<file path="src/rtl/seg_pkg.sv">
// Shared glyph table and character codes for the multiplexed 7-segment scan driver.
package seg_pkg;

  localparam int unsigned GLYPH_W = 7;
  localparam int unsigned CODE_W  = 4;

  // Active-high glyphs, bit order {g, f, e, d, c, b, a}
  localparam logic [GLYPH_W-1:0] ZER      = 7'h3F;
  localparam logic [GLYPH_W-1:0] ONE      = 7'h06;
  localparam logic [GLYPH_W-1:0] TWO      = 7'h5B;
  localparam logic [GLYPH_W-1:0] THR      = 7'h4F;
  localparam logic [GLYPH_W-1:0] FOU      = 7'h66;
  localparam logic [GLYPH_W-1:0] FIV      = 7'h6D;
  localparam logic [GLYPH_W-1:0] SIX      = 7'h7D;
  localparam logic [GLYPH_W-1:0] SEV      = 7'h07;
  localparam logic [GLYPH_W-1:0] EIG      = 7'h7F;
  localparam logic [GLYPH_W-1:0] NIN      = 7'h6F;
  localparam logic [GLYPH_W-1:0] PLUS     = 7'h78;
  localparam logic [GLYPH_W-1:0] MINUS    = 7'h40;
  localparam logic [GLYPH_W-1:0] LETTER_C = 7'h39;
  localparam logic [GLYPH_W-1:0] BLANK    = 7'h00;

  localparam logic [CODE_W-1:0] CODE_PLUS  = 4'hA;
  localparam logic [CODE_W-1:0] CODE_MINUS = 4'hB;
  localparam logic [CODE_W-1:0] CODE_C     = 4'hC;

endpackage

</file>
<file path="src/rtl/seg_glyph_decode.sv">
// Character code plus decimal point to active-high {dp, g..a} segments.
module seg_glyph_decode
  import seg_pkg::*;
(
  input  logic [CODE_W-1:0] code_i,
  input  logic              dp_i,
  output logic [7:0]        seg_c_o
);

  // Glyph lookup; codes 0xD..0xF fall through to blank
  always_comb begin
    seg_c_o = {dp_i, BLANK};
    case (code_i)
      4'd0:       seg_c_o = {dp_i, ZER};
      4'd1:       seg_c_o = {dp_i, ONE};
      4'd2:       seg_c_o = {dp_i, TWO};
      4'd3:       seg_c_o = {dp_i, THR};
      4'd4:       seg_c_o = {dp_i, FOU};
      4'd5:       seg_c_o = {dp_i, FIV};
      4'd6:       seg_c_o = {dp_i, SIX};
      4'd7:       seg_c_o = {dp_i, SEV};
      4'd8:       seg_c_o = {dp_i, EIG};
      4'd9:       seg_c_o = {dp_i, NIN};
      CODE_PLUS:  seg_c_o = {dp_i, PLUS};
      CODE_MINUS: seg_c_o = {dp_i, MINUS};
      CODE_C:     seg_c_o = {dp_i, LETTER_C};
      default:    seg_c_o = {dp_i, BLANK};
    endcase
  end

endmodule

</file>
<file path="src/rtl/seg_scan_mux.sv">
// Multiplexed 7-segment scan driver with frame-atomic capture, leading-zero
// blanking, per-digit blink, PWM brightness and per-slot dead time.
module seg_scan_mux
  import seg_pkg::*;
#(
  parameter int unsigned NUM_DIGITS     = 6,
  parameter int unsigned SCAN_CYCLES    = 1000,
  parameter int unsigned BLANK_CYCLES   = 40,
  parameter int unsigned DIM_STEP       = 60,
  parameter int unsigned BLINK_FRAMES   = 50,
  parameter bit          SEL_ACTIVE_LOW = 1'b1,
  parameter bit          SEG_ACTIVE_LOW = 1'b1
) (
  input  logic                    clk,
  input  logic                    rst,
  input  logic [4*NUM_DIGITS-1:0] dis_data,
  input  logic [NUM_DIGITS-1:0]   dp_mask,
  input  logic [NUM_DIGITS-1:0]   blink_mask,
  input  logic [3:0]              brightness,
  input  logic                    lzb_en,
  output logic [NUM_DIGITS-1:0]   sel,
  output logic [7:0]              dig,
  output logic                    frame_start
);

  localparam int unsigned SW     = (SCAN_CYCLES > 1) ? $clog2(SCAN_CYCLES) : 1;
  localparam int unsigned DW     = $clog2(NUM_DIGITS);
  localparam int unsigned FW     = (BLINK_FRAMES > 1) ? $clog2(BLINK_FRAMES) : 1;
  localparam int unsigned DATA_W = 4 * NUM_DIGITS;

  logic [SW-1:0]         slot_q, slot_d;
  logic [DW-1:0]         digit_q, digit_d;
  logic [FW-1:0]         frame_q, frame_d;
  logic                  blink_phase_q, blink_phase_d;

  logic [DATA_W-1:0]     snap_data_q, snap_data_d;
  logic [NUM_DIGITS-1:0] snap_dp_q, snap_dp_d;
  logic [NUM_DIGITS-1:0] snap_blink_q, snap_blink_d;
  logic [3:0]            snap_bright_q, snap_bright_d;
  logic                  snap_lzb_q, snap_lzb_d;

  logic [NUM_DIGITS-1:0] sel_q, sel_d;
  logic [7:0]            dig_q, dig_d;
  logic                  frame_start_q, frame_start_d;

  logic                  frame_start_c;
  logic [NUM_DIGITS-1:0] lzb_dark_c;
  logic                  lead_c;
  logic [CODE_W-1:0]     cur_code_c;
  logic                  cur_dp_c;
  logic                  cur_dark_c;
  logic [31:0]           lit_end_c;
  logic                  in_window_c;
  logic [7:0]            glyph_c;
  logic [NUM_DIGITS-1:0] sel_on_c;
  logic [7:0]            seg_on_c;

  // Slot / digit / frame counters and blink phase
  always_comb begin
    slot_d        = slot_q + SW'(1);
    digit_d       = digit_q;
    frame_d       = frame_q;
    blink_phase_d = blink_phase_q;
    frame_start_c = (slot_q == '0) && (digit_q == '0);
    if (slot_q == SW'(SCAN_CYCLES - 1)) begin
      slot_d = '0;
      if (digit_q == DW'(NUM_DIGITS - 1)) begin
        digit_d = '0;
        if (frame_q == FW'(BLINK_FRAMES - 1)) begin
          frame_d       = '0;
          blink_phase_d = ~blink_phase_q;
        end else begin
          frame_d = frame_q + FW'(1);
        end
      end else begin
        digit_d = digit_q + DW'(1);
      end
    end
  end

  // Snapshot inputs only at frame start so a frame never mixes old and new values
  always_comb begin
    snap_data_d   = snap_data_q;
    snap_dp_d     = snap_dp_q;
    snap_blink_d  = snap_blink_q;
    snap_bright_d = snap_bright_q;
    snap_lzb_d    = snap_lzb_q;
    if (frame_start_c) begin
      snap_data_d   = dis_data;
      snap_dp_d     = dp_mask;
      snap_blink_d  = blink_mask;
      snap_bright_d = brightness;
      snap_lzb_d    = lzb_en;
    end
  end

  // Leading-zero blanking: walk down from the top digit while code==0 and no dp
  always_comb begin
    lzb_dark_c = '0;
    lead_c     = snap_lzb_q;
    for (int i = NUM_DIGITS - 1; i >= 1; i--) begin
      lead_c        = lead_c && (snap_data_q[4*i +: 4] == 4'h0) && !snap_dp_q[i];
      lzb_dark_c[i] = lead_c;
    end
  end

  // Pick the scanned digit's code and dark state; evaluate the lit window
  always_comb begin
    cur_code_c = '0;
    cur_dp_c   = 1'b0;
    cur_dark_c = 1'b0;
    for (int i = 0; i < NUM_DIGITS; i++) begin
      if (digit_q == DW'(i)) begin
        cur_code_c = snap_data_q[4*i +: 4];
        cur_dp_c   = snap_dp_q[i];
        cur_dark_c = lzb_dark_c[i] || (blink_phase_q && snap_blink_q[i]);
      end
    end
    lit_end_c   = 32'(BLANK_CYCLES) + (32'(snap_bright_q) + 32'd1) * 32'(DIM_STEP);
    in_window_c = (32'(slot_q) >= 32'(BLANK_CYCLES)) && (32'(slot_q) < lit_end_c);
  end

  seg_glyph_decode u_decode (
    .code_i  (cur_code_c),
    .dp_i    (cur_dp_c),
    .seg_c_o (glyph_c)
  );

  // Active-high drive, then board polarity
  always_comb begin
    sel_on_c = '0;
    for (int i = 0; i < NUM_DIGITS; i++) begin
      sel_on_c[i] = in_window_c && (digit_q == DW'(i));
    end
    seg_on_c      = (in_window_c && !cur_dark_c) ? glyph_c : 8'h00;
    sel_d         = SEL_ACTIVE_LOW ? ~sel_on_c : sel_on_c;
    dig_d         = SEG_ACTIVE_LOW ? ~seg_on_c : seg_on_c;
    frame_start_d = frame_start_c;
  end

  // State, snapshot and output registers with synchronous reset
  always_ff @(posedge clk) begin
    if (rst) begin
      slot_q        <= '0;
      digit_q       <= '0;
      frame_q       <= '0;
      blink_phase_q <= 1'b0;
      snap_data_q   <= '0;
      snap_dp_q     <= '0;
      snap_blink_q  <= '0;
      snap_bright_q <= '0;
      snap_lzb_q    <= 1'b0;
      sel_q         <= {NUM_DIGITS{SEL_ACTIVE_LOW}};
      dig_q         <= {8{SEG_ACTIVE_LOW}};
      frame_start_q <= 1'b0;
    end else begin
      slot_q        <= slot_d;
      digit_q       <= digit_d;
      frame_q       <= frame_d;
      blink_phase_q <= blink_phase_d;
      snap_data_q   <= snap_data_d;
      snap_dp_q     <= snap_dp_d;
      snap_blink_q  <= snap_blink_d;
      snap_bright_q <= snap_bright_d;
      snap_lzb_q    <= snap_lzb_d;
      sel_q         <= sel_d;
      dig_q         <= dig_d;
      frame_start_q <= frame_start_d;
    end
  end

  assign sel         = sel_q;
  assign dig         = dig_q;
  assign frame_start = frame_start_q;

endmodule

</file>
<file path="config.mk">
export PLATFORM = sky130hd
export DESIGN_NAME = seg_scan_mux
export DESIGN_NICKNAME = d
export VERILOG_FILES = /design/src/rtl/seg_pkg.sv /design/src/rtl/seg_glyph_decode.sv /design/src/rtl/seg_scan_mux.sv
export SDC_FILE = /design/constraint.sdc
export NUM_CORES = 1
export LEC_CHECK = 0
export ABC_AREA = 1
export BUFFER_PORTS_ARGS = -buffer_cell sky130_fd_sc_hd__buf_2
export CELL_PAD_IN_SITES_DETAIL_PLACEMENT = 0
export CELL_PAD_IN_SITES_GLOBAL_PLACEMENT = 2
export CORE_ASPECT_RATIO = 1.4
export CORE_MARGIN = 8
export CORE_UTILIZATION = 35
export DETAILED_ROUTE_END_ITERATION = 6
export PLACE_DENSITY = 0.85
export SYNTH_ARGS = -nofsm -noshare
export SYNTH_HDL_FRONTEND = slang
export SYNTH_SLANG_ARGS = --single-unit
export TNS_END_PERCENT = 30
</file>
<file path="constraint.sdc">
create_clock -name clk -period 9.77 [get_ports clk]
set_input_delay 0 -clock clk [delete_from_list [all_inputs] [get_ports clk]]
set_output_delay 0 -clock clk [all_outputs]
set_load 0.01 [all_outputs]
</file>
### Word-level counts from Yosys, hierarchy flattened

Cells that the tools add are included.

* word-level logic and storage cells: 111
* input bits: 43
* register bits: 76

* bitwise gates (word level): 3
* multiplexer cells: 22
* reduce and logical (&&, ||, !) cells: 47
* $mul: 1
* magnitude comparators: 2
* eq/ne operators: 19
* $add $sub $neg: 5

Operators with widths (number)
* $pmux W7 S13: 1
* $logic_and A1 B1 Y1: 25
* $logic_not A4 Y1: 6
* $mux W4: 6
* $eq A4 B4 Y1 const B: 5
* $eq A4 B3 Y1 const B: 4
* $add A6 B11 Y12 const A: 1
* $lt A10 B12 Y1: 1
* $mux W1: 12
* $add A10 B1 Y10 const B: 1
* $eq A10 B10 Y1 const B: 1
* $ge A10 B6 Y1 const B: 1
* $logic_not A10 Y1: 1
* $mul A5 B4 Y9 const B: 1
* $eq A4 B2 Y1 const B: 2
* $mux W8: 1
* $not A8 Y8: 1
* $add A6 B1 Y6 const B: 1
* $eq A3 B2 Y1 const B: 2
* $eq A3 B3 Y1 const B: 2
* $eq A6 B6 Y1 const B: 1
* $logic_not A1 Y1: 6
* $mux W6: 1
* $not A6 Y6: 1
* other kinds (11): 15

### Logic depth before layout (Yosys ltp)

Gate-level depths: netlist of run 1.

* depth in word-level cells: 21
* gate-level depth with buffers: 28
* depth with buffers taken out: 28

### Cells and area by module

Synthesis of run 1 repeated with hierarchy kept, for this count alone.

* cells, all modules: 602
* area, all modules: 4386.7 um^2

Modules (own cells, without submodules)
* seg_scan_mux: times used 1, seq. area each 1521.5 um^2, cells each 570, area an instance 4235.3 um^2
* seg_glyph_decode: times used 1, seq. area each 0.0 um^2, cells each 32, area an instance 151.4 um^2

### Least setup slack after synthesis of run 1

No wires, ideal clock.

* kind: register -> register
* start point: register snap_bright_q[0]
* end point: register dig_q[0], in the netlist dig[0]
* arrival time: 3.967 ns
* slack: 5.673 ns
* library setup time: 0.129 ns
* clock period less this slack: 4.097 ns
* cell stages (with the launch flop): 23
* cell sequence: dfxtp_1 ha_1 or2_2 nand2_1 inv_1 ha_1 xnor2_1 fa_1 inv_1 ha_1 a21oi_1 or2_2 nand3_1 nand2_1 nand2_1 xor2_1 ha_1 a21oi_1 nand2_1 nand3_1 nand3_2 a21oi_4 nand3_1

* longest elaborated chain between the ends: 8

RTL lines
* start: declaration: RTL line seg_scan_mux.sv:39 `logic [3:0] snap_bright_q, snap_bright_d;`
* start signal: assignment: RTL line seg_scan_mux.sv:164 `snap_bright_q <= snap_bright_d;`
* $add A4 B1 Y5: RTL line seg_scan_mux.sv:119 `lit_end_c = 32'(BLANK_CYCLES) + (32'(snap_bright_q) + 32'd1) * 32'(DIM_STEP);`
* $mul A5 B4 Y9: RTL line seg_scan_mux.sv:119
* $add A6 B11 Y12: RTL line seg_scan_mux.sv:119
* $lt A10 B12 Y1: RTL line seg_scan_mux.sv:120 `in_window_c = (32'(slot_q) >= 32'(BLANK_CYCLES)) && (32'(slot_q) < lit_end_c);`
* $logic_and A1 B1 Y1: RTL line seg_scan_mux.sv:120
* $logic_and A1 B1 Y1: RTL line seg_scan_mux.sv:135 `seg_on_c = (in_window_c && !cur_dark_c) ? glyph_c : 8'h00;`
* $mux W8: RTL line seg_scan_mux.sv:135
* $not A8 Y8: RTL line seg_scan_mux.sv:137 `dig_d = SEG_ACTIVE_LOW ? ~seg_on_c : seg_on_c;`
* end signal: assignment: RTL line seg_scan_mux.sv:154 `dig_q <= {8{SEG_ACTIVE_LOW}};`
* end signal: assignment: RTL line seg_scan_mux.sv:167 `dig_q <= dig_d;`
* end: declaration: RTL line seg_scan_mux.sv:43 `logic [7:0] dig_q, dig_d;`

No other way between the ends.
A chain may end at the register's enable or synchronous reset.

### Worst setup path after layout of run 1

* start point: register snap_bright_q[0]
* end point: register dig_q[1], in the netlist dig[1]

The elaborated chain is that of the path after synthesis.

==> results of run 1 <==
-- cell families after synthesis --
family,after synthesis,synth area share [%]
buffers and inverters,83,7.83
adders and majority gates,29,8.54
AOI/OAI and AO/OA,94,12.5
DFF,76,34.4
and+or+nand+nor,327,34.2
xor gates and xnor gates,13,2.57
-- placed cells by master (no fill, tap or decap), drive strengths merged, types with 16 or more instances in the layout --
cell	Yosys	routed
nand2	112	112
a21oi	27	27
buf	10	59
inv	64	64
nor2	133	133
dfxtp	76	76
o21ai	49	49
ha	27	27
nand4	16	16
nand3	45	45
dlygate4sd3	0	39
-- routing by layer --
| metal | track usage (%) | vias up |
|---|---|---|
| li1 | - | 2208 |
| met5 | 0 | - |
| met3 | 2.90 | 15 |
| met1 | 15.5 | 1860 |
| met4 | 5.55 | 0 |
| met2 | 27.1 | 61 |
-- flip-flops by register name, summed over array words and instances, names as in the netlist --
| register | count |
|---|---|
| frame_start | 1 |
| blink_phase_q | 1 |
| dig | 8 |
| snap_bright_q | 4 |
| snap_data_q | 24 |
| digit_q | 3 |
| snap_dp_q | 6 |
| frame_q | 6 |
| sel | 6 |
| slot_q | 10 |
| snap_lzb_q | 1 |
| snap_blink_q | 6 |
-- tightest hold or removal path, delay by kind of cell --
family	cells	cell delay [ns]
AO/OA/AOI/OAI	1	0.15
buffers and inverters	1	0.09
AND/OR/NAND/NOR	1	0.05
-- through the flow --
stage | instance area (um2) | utilization [%]
after floorplan | 4420 | -
after global placement | 4820 | 39.1
after detailed placement | 4820 | 39.1
after CTS | 5540 | 45.0
after global routing | 5540 | 45.0
final | 5540 | 45.0
-- worst min-delay path by stage --
stage,end,cells after the start
floorplan,snap_data_q[11]$_SDFFE_PP0P_,2
global placement,snap_data_q[14]$_SDFFE_PP0P_,3
detailed placement,snap_data_q[12]$_SDFFE_PP0P_,3
CTS,snap_blink_q[3]$_SDFFE_PP0P_,3
global route,snap_dp_q[0]$_SDFFE_PP0P_,3
finish,snap_blink_q[3]$_SDFFE_PP0P_,3
-- cell type report --
cell class | count | area [um2] | area share (%)
Clock buffer | 12 | 267 | 4.81
Clock inverter | 4 | 70.1 | 1.26
Inverter | 64 | 248 | 4.47
Multi-Input combinational cell | 463 | 2560 | 46.2
Sequential cell | 76 | 1520 | 27.4
Tap cell | 150 | 188 | 3.39
Timing Repair Buffer | 98 | 691 | 12.5
-- report_power, final --
part | internal, W | leakage [nW] | switching (W)
Combinational | 0.000132 | 1.73 | 0.000187
Sequential | 0.000334 | 0.624 | 0.0000163
Clock | 0.000244 | 0.169 | 0.000130
Total | 0.000709 | 2.52 | 0.000333
-- synthesized netlist by cell type, types with 3 or more instances --
cell | n | area (um2)
clkbuf_1 | 9 | 33.8
buf_2 | 4 | 20.0
or2_2 | 7 | 43.8
nand3_1 | 42 | 210
a21oi_1 | 24 | 120
dfxtp_1 | 76 | 1520
inv_1 | 59 | 221
nand4_1 | 16 | 100
nand2_1 | 100 | 375
buf_1 | 3 | 11.3
inv_4 | 3 | 18.8
nor3_1 | 3 | 15.0
buf_6 | 3 | 33.8
o21ai_0 | 49 | 245
nor2_2 | 11 | 68.8
nor2_1 | 122 | 458
nand3_2 | 3 | 30.0
xor2_1 | 6 | 52.6
a211oi_1 | 13 | 97.6
nand2_2 | 10 | 62.6
xnor2_1 | 7 | 61.3
ha_1 | 27 | 338
==> impl_metrics.py, run 1 <==
metrics = {
    "outcome": {
        "status": "completed",
    },
    "layout": {
        "drive_above_1_share_pct": 17.3,
        "layout.nets": 784,
        "syn2layout_area_growth_pct": 25.3,
        "fill_cells": 1318,
        "final_cells": 867,
        "diodes": 0,
    },
    "drt": {
        "antenna_left": 0,
        "first_pass_iters": 4,
        "vias_per_cell": 4.78,
        "wl_met3_um": 391,
        "wl_met2_um": 6110,
        "drcViolationCount": 0,
        "vias": 4144,
        "post_drt_wl_per_cell_um": 13.5,
        "drt-total-wl_um": 11700,
        "routed.top_layer": "met4",
        "drtIter0Drc": 117,
        "wl_met1_um": 5020,
    },
    "critical_path": {
        "cp_top_family": "adder cells",
        "crit_start": "snap_bright_q[0]$_SDFFE_PP0P_",
        "crit_end": "dig[1]$_SDFF_PP1_",
        "required_ns": 9.94,
        "path_class": "reg2reg",
        "worstPathMaxFanout": 8,
        "reg2reg_from": "snap_bright_q[0]$_SDFFE_PP0P_",
        "cp.depth": 22,
        "start_kind": "flip-flop",
        "crit_buf_inv": 2,
        "max_stage_delay_ns": 0.50,
        "cpMaxStageDelayCell": "fa_1",
        "cp-end-kind": "flip-flop",
        "rrSetupSlack_ns": 5.18,
        "crit_chain": "ha_1, or2_2, nand2_1, inv_1, ha_1, xnor2_1, fa_1, inv_1, ha_1, a21oi_1, or2_2, nand3_1, nand2_1, nand2_1, xor2_1, ha_1, a21oi_1, nand2_1, nand3_1, nand3_2, a21oi_4, nand3_1",
        "crit_arrival_ns": 4.76,
        "reg2regPathDepth": 22,
        "r2r_end": "dig[1]$_SDFF_PP1_",
    },
    "cts": {
        "cts_num_sinks": 76,
        "clkLatencyLatePin_ns": 0.34,
        "numCtsBuffers": 9,
        "clkTransAtPathRegs_ns": 0.06,
        "cts-root-buf": "clkbuf_16",
        "hold_buffers": 39,
        "cts_max_path_buffers": 2,
        "cts_resized": 0,
        "tritoncts": "built",
        "htree_levels": 3,
        "postCtsSetupRepairBufs": 0,
    },
    "synthesis": {
        "synth_nets": 694,
        "synth_edf_count": 0,
        "syn-cell-area_um2": 4420,
        "syn_area_per_cell_um2": 7.11,
        "synthArstFlopShare_pct": 0,
        "yosys_warnings": 0,
        "synthFlopType": "dfxtp_1",
        "synth-seq-cells": 76,
        "ys_seq_area_share_pct": 34.4,
        "syn_inst": 622,
        "synth_cell_type_count": 39,
    },
    "die": {
        "die_w_um": 111,
        "die_h_um": 149,
        "start_util_pct": 35.9,
        "core-area_um2": 12300,
        "io-pin-count": 58,
        "row_count": 48,
        "die_area_um2": 16500,
    },
    "power": {
        "worst_ir_drop_vdd_uv": 94.6,
        "powerDensity_nw_per_um2": 188,
        "design_power_total_w": 0.00104,
        "p_leak_nw": 2.52,
    },
    "global_route": {
        "grt_pass1_wl_um": 19600,
        "antenna_found_initial": 0,
        "grt_overflow": 0,
        "grt_pass1_vias": 4085,
        "grt_start_max_net_pins": 41,
        "grt_usage_pct": 14.5,
    },
    "sta": {
        "slew_headroom_pct": 27.6,
        "rsz0062_at_grt": "false",
        "worst_slack_ns": 5.18,
        "fin_tns_setup_ns": 0,
        "fmax_ghz": 0.218,
        "period_share_pct": 46.9,
        "drv_slew": 0,
        "hold_viol_final": 0,
        "hold_ws_ns": 0.0114,
        "worst_pin_slew_ns": 1.08,
        "clock_skew_ns": 0.00690,
        "setup_viol": 0,
        "fin_crit_ns": 4.59,
    },
    "placement": {
        "dp_hpwl_um": 8860,
        "placement.io_buffers": 57,
        "gp_congestion": 0.815,
        "pre_cts_slack_ns": 5.18,
        "place_inst": 812,
    },
    "run": {
        "maxCapViolations": 0,
    },
    "hold_path": {
        "hold_path_class": "in2reg",
        "hp-start": "blink_mask[3]",
    },
}
No activity file was read; power rests on OpenSTA's default activity.
==> run 2, diff against run 1 <==
--- a/config.mk
+++ b/config.mk
@@ -5,15 +5,15 @@
 export SDC_FILE = /design/constraint.sdc
 export NUM_CORES = 1
 export LEC_CHECK = 0
-export ABC_AREA = 1
+export ABC_AREA = 0
 export BUFFER_PORTS_ARGS = -buffer_cell sky130_fd_sc_hd__buf_2
 export CELL_PAD_IN_SITES_DETAIL_PLACEMENT = 0
 export CELL_PAD_IN_SITES_GLOBAL_PLACEMENT = 2
 export CORE_ASPECT_RATIO = 1.4
 export CORE_MARGIN = 8
-export CORE_UTILIZATION = 35
+export CORE_UTILIZATION = 34
 export DETAILED_ROUTE_END_ITERATION = 6
-export PLACE_DENSITY = 0.85
+export PLACE_DENSITY = 0.8
 export SYNTH_ARGS = -nofsm -noshare
 export SYNTH_HDL_FRONTEND = slang
 export SYNTH_SLANG_ARGS = --single-unit
==> constraint.sdc (replaced) <==
create_clock -name clk -period 4.3 [get_ports clk]
set_input_delay 0 -clock clk [delete_from_list [all_inputs] [get_ports clk]]
set_output_delay 0 -clock clk [all_outputs]
set_load 0.01 [all_outputs]
==> impl_metrics.py, run 2 <==
metrics = {
    "global_route": {
        "grt_pass1_wl_um": 19200,
        "antenna_found_initial": 0,
        "grt_start_max_net_pins": 51,
        "grt_usage_pct": 14.9,
        "grt_pass1_vias": 4099,
        "grt_overflow": 0,
    },
    "power": {
        "worst_ir_drop_vdd_uv": 222,
        "p_leak_nw": 2.32,
        "powerDensity_nw_per_um2": 422,
    },
    "layout": {
        "drive_above_1_share_pct": 21.3,
        "final_cell_mix": "98 x nand2_1, 73 x dfxtp_1, 57 x buf_2",
        "layout.nets": 692,
        "final_common_cell": "nand2_1",
        "largest_reg_flops": 24,
        "diodes": 0,
        "regMostFlops": "snap_data_q",
        "syn2layout_area_growth_pct": 34.7,
    },
    "critical_path": {
        "start_kind": "flip-flop",
        "crit_chain": "ha_4, xor2_4, buf_4, ha_1, ha_4, xnor2_2, inv_1, fa_2, a21boi_4, nor2_4, xnor2_2, ha_1, o2111ai_2, a21oi_2, a2111oi_4, nor2_2, o21ai_4, clkbuf_16, nand4_1",
        "crit_buf_inv": 3,
        "worstPathMaxFanout": 7,
        "reg2regPathDepth": 19,
        "cp.depth": 19,
        "cpMaxStageDelayCell": "fa_2",
        "cp_top_family": "adder cells",
        "crit_arrival_ns": 4.32,
        "max_stage_delay_ns": 0.54,
        "required_ns": 4.47,
        "cp-end-kind": "flip-flop",
        "path_class": "reg2reg",
    },
    "placement": {
        "pre_cts_slack_ns": -0.239,
        "gp_congestion": 0.815,
        "placement.io_buffers": 57,
        "dp_hpwl_um": 8370,
    },
    "hold_path": {
        "hold_path_class": "in2reg",
        "holdPathStages": 2,
    },
    "outcome": {
        "status": "completed",
    },
    "cts": {
        "clkTransAtPathRegs_ns": 0.06,
        "cts_max_path_buffers": 2,
        "cts_num_sinks": 76,
        "numCtsBuffers": 9,
        "cts-root-buf": "clkbuf_16",
        "htree_levels": 3,
        "clkLatencyLatePin_ns": 0.34,
        "tritoncts": "built",
    },
    "die": {
        "start_util_pct": 34.5,
        "io-pin-count": 58,
        "core-area_um2": 12200,
        "die_area_um2": 16200,
        "die_w_um": 110,
        "die_h_um": 148,
        "row_count": 48,
    },
    "synthesis": {
        "syn_inst": 521,
        "synth_edf_count": 0,
        "synth.largest_area_cell": "dfxtp_1",
        "yosysTopAreaCellShare_pct": 36.2,
        "synthFlopType": "dfxtp_1",
        "ys_seq_area_share_pct": 36.2,
        "yosys_warnings": 0,
        "yosys-top-cells-count": "98 x nand2_1, 76 x dfxtp_1, 55 x a21oi_1",
        "yosys.cell_count.top_type": "nand2_1",
        "synthTopCellsByArea": "dfxtp_1 36%, nand2_1 8.7%, ha_1 8.0%",
        "syn_area_per_cell_um2": 8.07,
        "synth_cell_type_count": 59,
        "synth_nets": 593,
        "synthArstFlopShare_pct": 0,
        "synth-seq-cells": 76,
        "syn-cell-area_um2": 4210,
    },
    "drt": {
        "vias": 3910,
        "antenna_left": 0,
        "drcViolationCount": 0,
        "drt-total-wl_um": 11700,
        "drtIter0Drc": 137,
        "vias_per_cell": 5.05,
        "post_drt_wl_per_cell_um": 15.0,
        "first_pass_iters": 4,
    },
    "sta": {
        "period_share_pct": 96.6,
        "clock_skew_ns": 0.00498,
        "drv_slew": 0,
        "hold_viol_final": 0,
        "fin_crit_ns": 4.15,
        "fmax_ghz": 0.241,
        "worst_slack_ns": 0.146,
        "setup_viol": 0,
        "fin_tns_setup_ns": 0,
        "slew_headroom_pct": 33.9,
        "worst_pin_slew_ns": 0.992,
    },
    "run": {
        "maxCapViolations": 0,
    },
}
## run 2: cell count changes after synthesis, moves of 11 or more
cell,previous run,this run
clkbuf_1,9,23
nand3_1,42,16
a21oi_1,24,55
xnor2_1,7,18
nor2_1,122,45
inv_1,59,20
o21ai_0,49,15
## run 2: worst paths after layout
check,startpoint,slack [ns],end
setup / recovery,snap_bright_q[1]$_SDFFE_PP0P_,0.15,dig[7]$_SDFF_PP1_
hold / removal,rst,0.28,slot_q[2]$_SDFF_PP0_
setup reg to reg,snap_bright_q[1]$_SDFFE_PP0P_,0.15,dig[7]$_SDFF_PP1_
hold reg to reg,snap_blink_q[2]$_SDFFE_PP0P_,0.46,snap_blink_q[2]$_SDFFE_PP0P_
## run 2: kinds of logic after synthesis
logic type / after synthesis / synth area share, %
flip-flops: 76 / 36.2
XOR/XNOR: 32 / 6.66
buffers and inverters: 51 / 5.36
multiplexers: 11 / 2.74
AND/OR/NAND/NOR: 220 / 24.4
adder cells (fa/ha/maj): 30 / 9.25
AO/OA/AOI/OAI: 101 / 15.4
## run 2: final cells by class
class                           instances  area (um2)
Multi-Input combinational cell        394        2660
Fill cell                            1174        6530
Inverter                               20        75.1
Clock inverter                          6        87.6
Timing Repair Buffer                  119         887
Tap cell                              150         188
Clock buffer                           10         239
Sequential cell                        76        1530
## run 2: worst reg2reg max path: stages, from the launching register on
cell	delay [ns]
dfxtp_4	0.36
ha_4	0.18
xor2_4	0.16
buf_4	0.14
ha_1	0.30
ha_4	0.26
xnor2_2	0.14
inv_1	0.08
fa_2	0.54
a21boi_4	0.21
nor2_4	0.07
xnor2_2	0.14
ha_1	0.30
o2111ai_2	0.11
a21oi_2	0.07
a2111oi_4	0.35
nor2_2	0.09
o21ai_4	0.21
clkbuf_16	0.19
nand4_1	0.07
## run 2: routing by layer
layer  share of wire (%)  vias to the layer above  GRT usage, %
met5                   0                        -             0
met4                 2.4                        0          6.17
met3                 2.4                       18          2.79
met2                  57                       59          28.5
met1                  38                     1838          14.9
li1                    -                     1995             -
## run 2: report_power, final
group	leakage (nW)	total, W	switching (W)	internal, W
Sequential	0.623	0.000780	0.0000362	0.000744
Combinational	1.54	0.000788	0.000384	0.000404
Clock	0.162	0.000820	0.000296	0.000523
Total	2.32	0.00239	0.000717	0.00167
## run 2: stage by stage
step | utilization (%) | hold WS, ns | total power (W) | instance area (um2) | cells
floorplan | - | 0.140 | 0.00117 | 4210 | 521
global placement | 37.9 | 0.245 | 0.00130 | 4630 | 709
detailed placement | 37.9 | 0.249 | 0.00132 | 4630 | 709
CTS | 44.6 | 0.292 | 0.00221 | 5440 | 770
global route | 46.5 | 0.331 | 0.00253 | 5660 | 775
finish | 46.5 | 0.285 | 0.00239 | 5660 | 775
## run 2: timing repair
| item | CTS | global route |
|---|---|---|
| pin swaps | 7 | 16 |
| hold buffers | 41 | 0 |
| hold endpoints to repair | 41 | 0 |
| endpoints found under the setup margin | 14 | 14 |
| resized for setup | 9 | 27 |
| buffers inserted | 4 | 4 |
| cloned | 0 | 1 |
==> run 3, diff against run 2 <==
--- a/config.mk
+++ b/config.mk
@@ -10,10 +10,10 @@
 export CELL_PAD_IN_SITES_DETAIL_PLACEMENT = 0
 export CELL_PAD_IN_SITES_GLOBAL_PLACEMENT = 2
 export CORE_ASPECT_RATIO = 1.4
-export CORE_MARGIN = 8
-export CORE_UTILIZATION = 34
+export CORE_MARGIN = 2
+export CORE_UTILIZATION = 37
 export DETAILED_ROUTE_END_ITERATION = 6
-export PLACE_DENSITY = 0.8
+export PLACE_DENSITY = 0.86
 export SYNTH_ARGS = -nofsm -noshare
 export SYNTH_HDL_FRONTEND = slang
 export SYNTH_SLANG_ARGS = --single-unit
==> constraint.sdc (replaced) <==
create_clock -name clk -period 5.34 [get_ports clk]
set_input_delay 0 -clock clk [delete_from_list [all_inputs] [get_ports clk]]
set_output_delay 0 -clock clk [all_outputs]
set_load 0.01 [all_outputs]
==> impl_metrics.py, run 3 (same netlist as run 2, synthesis figures left out) <==
metrics = {
    "outcome": {
        "status": "completed",
    },
    "cts": {
        "tritoncts": "built",
        "cts_max_path_buffers": 2,
        "htree_levels": 3,
        "numCtsBuffers": 9,
        "cts-root-buf": "clkbuf_16",
        "clkTransAtPathRegs_ns": 0.06,
        "clkLatencyLatePin_ns": 0.33,
        "cts_num_sinks": 76,
    },
    "critical_path": {
        "cp-end-kind": "flip-flop",
        "required_ns": 5.50,
        "worstPathMaxFanout": 14,
        "path_class": "reg2reg",
        "start_kind": "flip-flop",
        "crit_arrival_ns": 5.03,
    },
    "sta": {
        "fin_tns_setup_ns": 0,
        "clock_skew_ns": 0.00708,
        "fmax_ghz": 0.206,
        "hold_viol_final": 0,
        "worst_pin_slew_ns": 0.990,
        "rsz0062_at_grt": "false",
        "drv_slew": 0,
        "fin_crit_ns": 4.86,
        "slew_headroom_pct": 34.0,
        "period_share_pct": 91.1,
        "setup_viol": 0,
    },
    "die": {
        "die_w_um": 94.1,
        "row_count": 46,
        "io-pin-count": 58,
        "core-area_um2": 11200,
        "die_area_um2": 12200,
        "die_h_um": 130,
        "start_util_pct": 37.5,
    },
    "power": {
        "p_leak_nw": 2.17,
        "powerDensity_nw_per_um2": 316,
        "sequentialPowerShare_pct": 37.6,
        "comb_power_share_pct": 25.2,
        "worst_ir_drop_vdd_uv": 182,
        "internal_power_w": 0.00117,
        "switchingPower_w": 0.000505,
        "swShare_pct": 30.2,
        "pwr-share-clk_pct": 37.2,
    },
    "layout": {
        "layout.nets": 675,
        "final_util_pct": 47.2,
        "regMostFlops": "snap_data_q",
        "final_cell_mix": "98 x nand2_1, 76 x dfxtp_1, 57 x buf_2",
        "multi_input_area_um2": 2470,
        "largest_reg_flops": 24,
        "seq_area_um2": 1520,
        "syn2layout_area_growth_pct": 25.9,
        "final_common_cell": "nand2_1",
        "final_cells": 752,
        "diodes": 0,
        "fill_cells": 1156,
        "drive_above_1_share_pct": 15.1,
    },
    "drt": {
        "drcViolationCount": 0,
        "vias": 3807,
        "vias_per_cell": 5.06,
        "drt-total-wl_um": 10800,
        "first_pass_iters": 4,
        "drtIter0Drc": 191,
        "post_drt_wl_per_cell_um": 14.4,
        "antenna_left": 0,
    },
    "global_route": {
        "grt_pass1_vias": 3767,
        "grt_start_max_net_pins": 51,
        "grt_overflow": 0,
        "antenna_found_initial": 0,
        "grt_usage_pct": 19.1,
        "grt_pass1_wl_um": 18200,
    },
    "hold_path": {
        "hold_path_class": "in2reg",
    },
    "placement": {
        "placement.io_buffers": 57,
        "dp_hpwl_um": 7790,
        "gp_congestion": 0.862,
        "place_inst": 694,
    },
    "run": {
        "maxCapViolations": 0,
    },
}
run 3: cell count changes in the layout (fill, tap and decap cells not counted), moves of 2 or more:
| cell | change |
|---|---|
| xnor2_2 | -4 |
| clkinv_2 | -2 |
| ha_4 | -5 |
| xnor2_1 | +4 |
| dfxtp_4 | -2 |
| nor2_4 | -2 |
| nor2_1 | +3 |
| ha_1 | +5 |
| xor2_1 | +2 |
| dfxtp_1 | +3 |
| buf_4 | -15 |
run 3: worst max-delay path, cell delays in order (launching register included):
cell	delay (ns)
dfxtp_1	0.48
inv_1	0.08
ha_1	0.33
xor2_1	0.28
ha_1	0.30
ha_1	0.34
xnor2_1	0.26
inv_1	0.10
fa_1	0.51
a21boi_1	0.30
nor2_1	0.12
xnor2_1	0.19
ha_1	0.27
o2111ai_1	0.11
a21oi_1	0.06
a2111oi_0	0.41
nor2_1	0.14
o21ai_4	0.19
buf_12	0.15
nand4_1	0.08
run 3: stage by stage:
stage                     hold slack, ns  total power [W]  cell area (um2)  worst slack (ns)
after floorplan                    0.140         0.000938             4210              1.03
after global placement             0.245          0.00102             4540             0.680
after detailed placement           0.251          0.00103             4540             0.417
after CTS                          0.234          0.00168             5270             0.380
after global routing               0.271          0.00178             5290           0.00316
final                              0.240          0.00167             5290             0.476
run 3: area by class of cell:
type	count	share of cell area, %
well taps	144	3.40
flip-flops and latches	76	28.7
inverters	20	1.42
clock buffers	10	4.52
repair buffers	102	13.9
multi-input cells	394	46.6
clock inverters	6	1.37
run 3: routing by layer:
metal | track usage, % | routed length, um | vias to the layer above | part of all wire (%)
li1 | - | - | 1961 | -
met1 | 21.0 | 4510 | 1779 | 42
met2 | 36.1 | 5900 | 55 | 55
met3 | 3.18 | 226 | 12 | 2.1
met4 | 7.33 | 176 | 0 | 1.6
met5 | 0 | 0 | - | 0
run 3: power by group through the flow:
stage	Combinational [W]	Sequential, W	Clock [W]
2_1_floorplan	0.000309	0.000628	0
3_3_place_gp	0.000381	0.000640	0
3_5_place_dp	0.000393	0.000640	0
4_1_cts	0.000419	0.000628	0.000636
5_1_grt	0.000486	0.000631	0.000664
6_report	0.000421	0.000628	0.000622
run 3: final timing paths:
check / to / slack [ns] / start / cells after the start
max: dig[7]$_SDFF_PP1_ / 0.48 / snap_bright_q[0]$_SDFFE_PP0P_ / 19
min: blink_phase_q$_SDFFE_PP0P_ / 0.24 / rst / 3
max reg2reg: dig[7]$_SDFF_PP1_ / 0.48 / snap_bright_q[0]$_SDFFE_PP0P_ / 19
min reg2reg: snap_data_q[1]$_SDFFE_PP0P_ / 0.46 / snap_data_q[1]$_SDFFE_PP0P_ / 2
run 3: repair_timing:
action                                 4_1_cts  5_1_grt
endpoints found under the hold margin       41        0
setup endpoints to repair                    0       14
setup buffers                                0        1
gates resized for setup                      0        1
hold buffers                                41        0
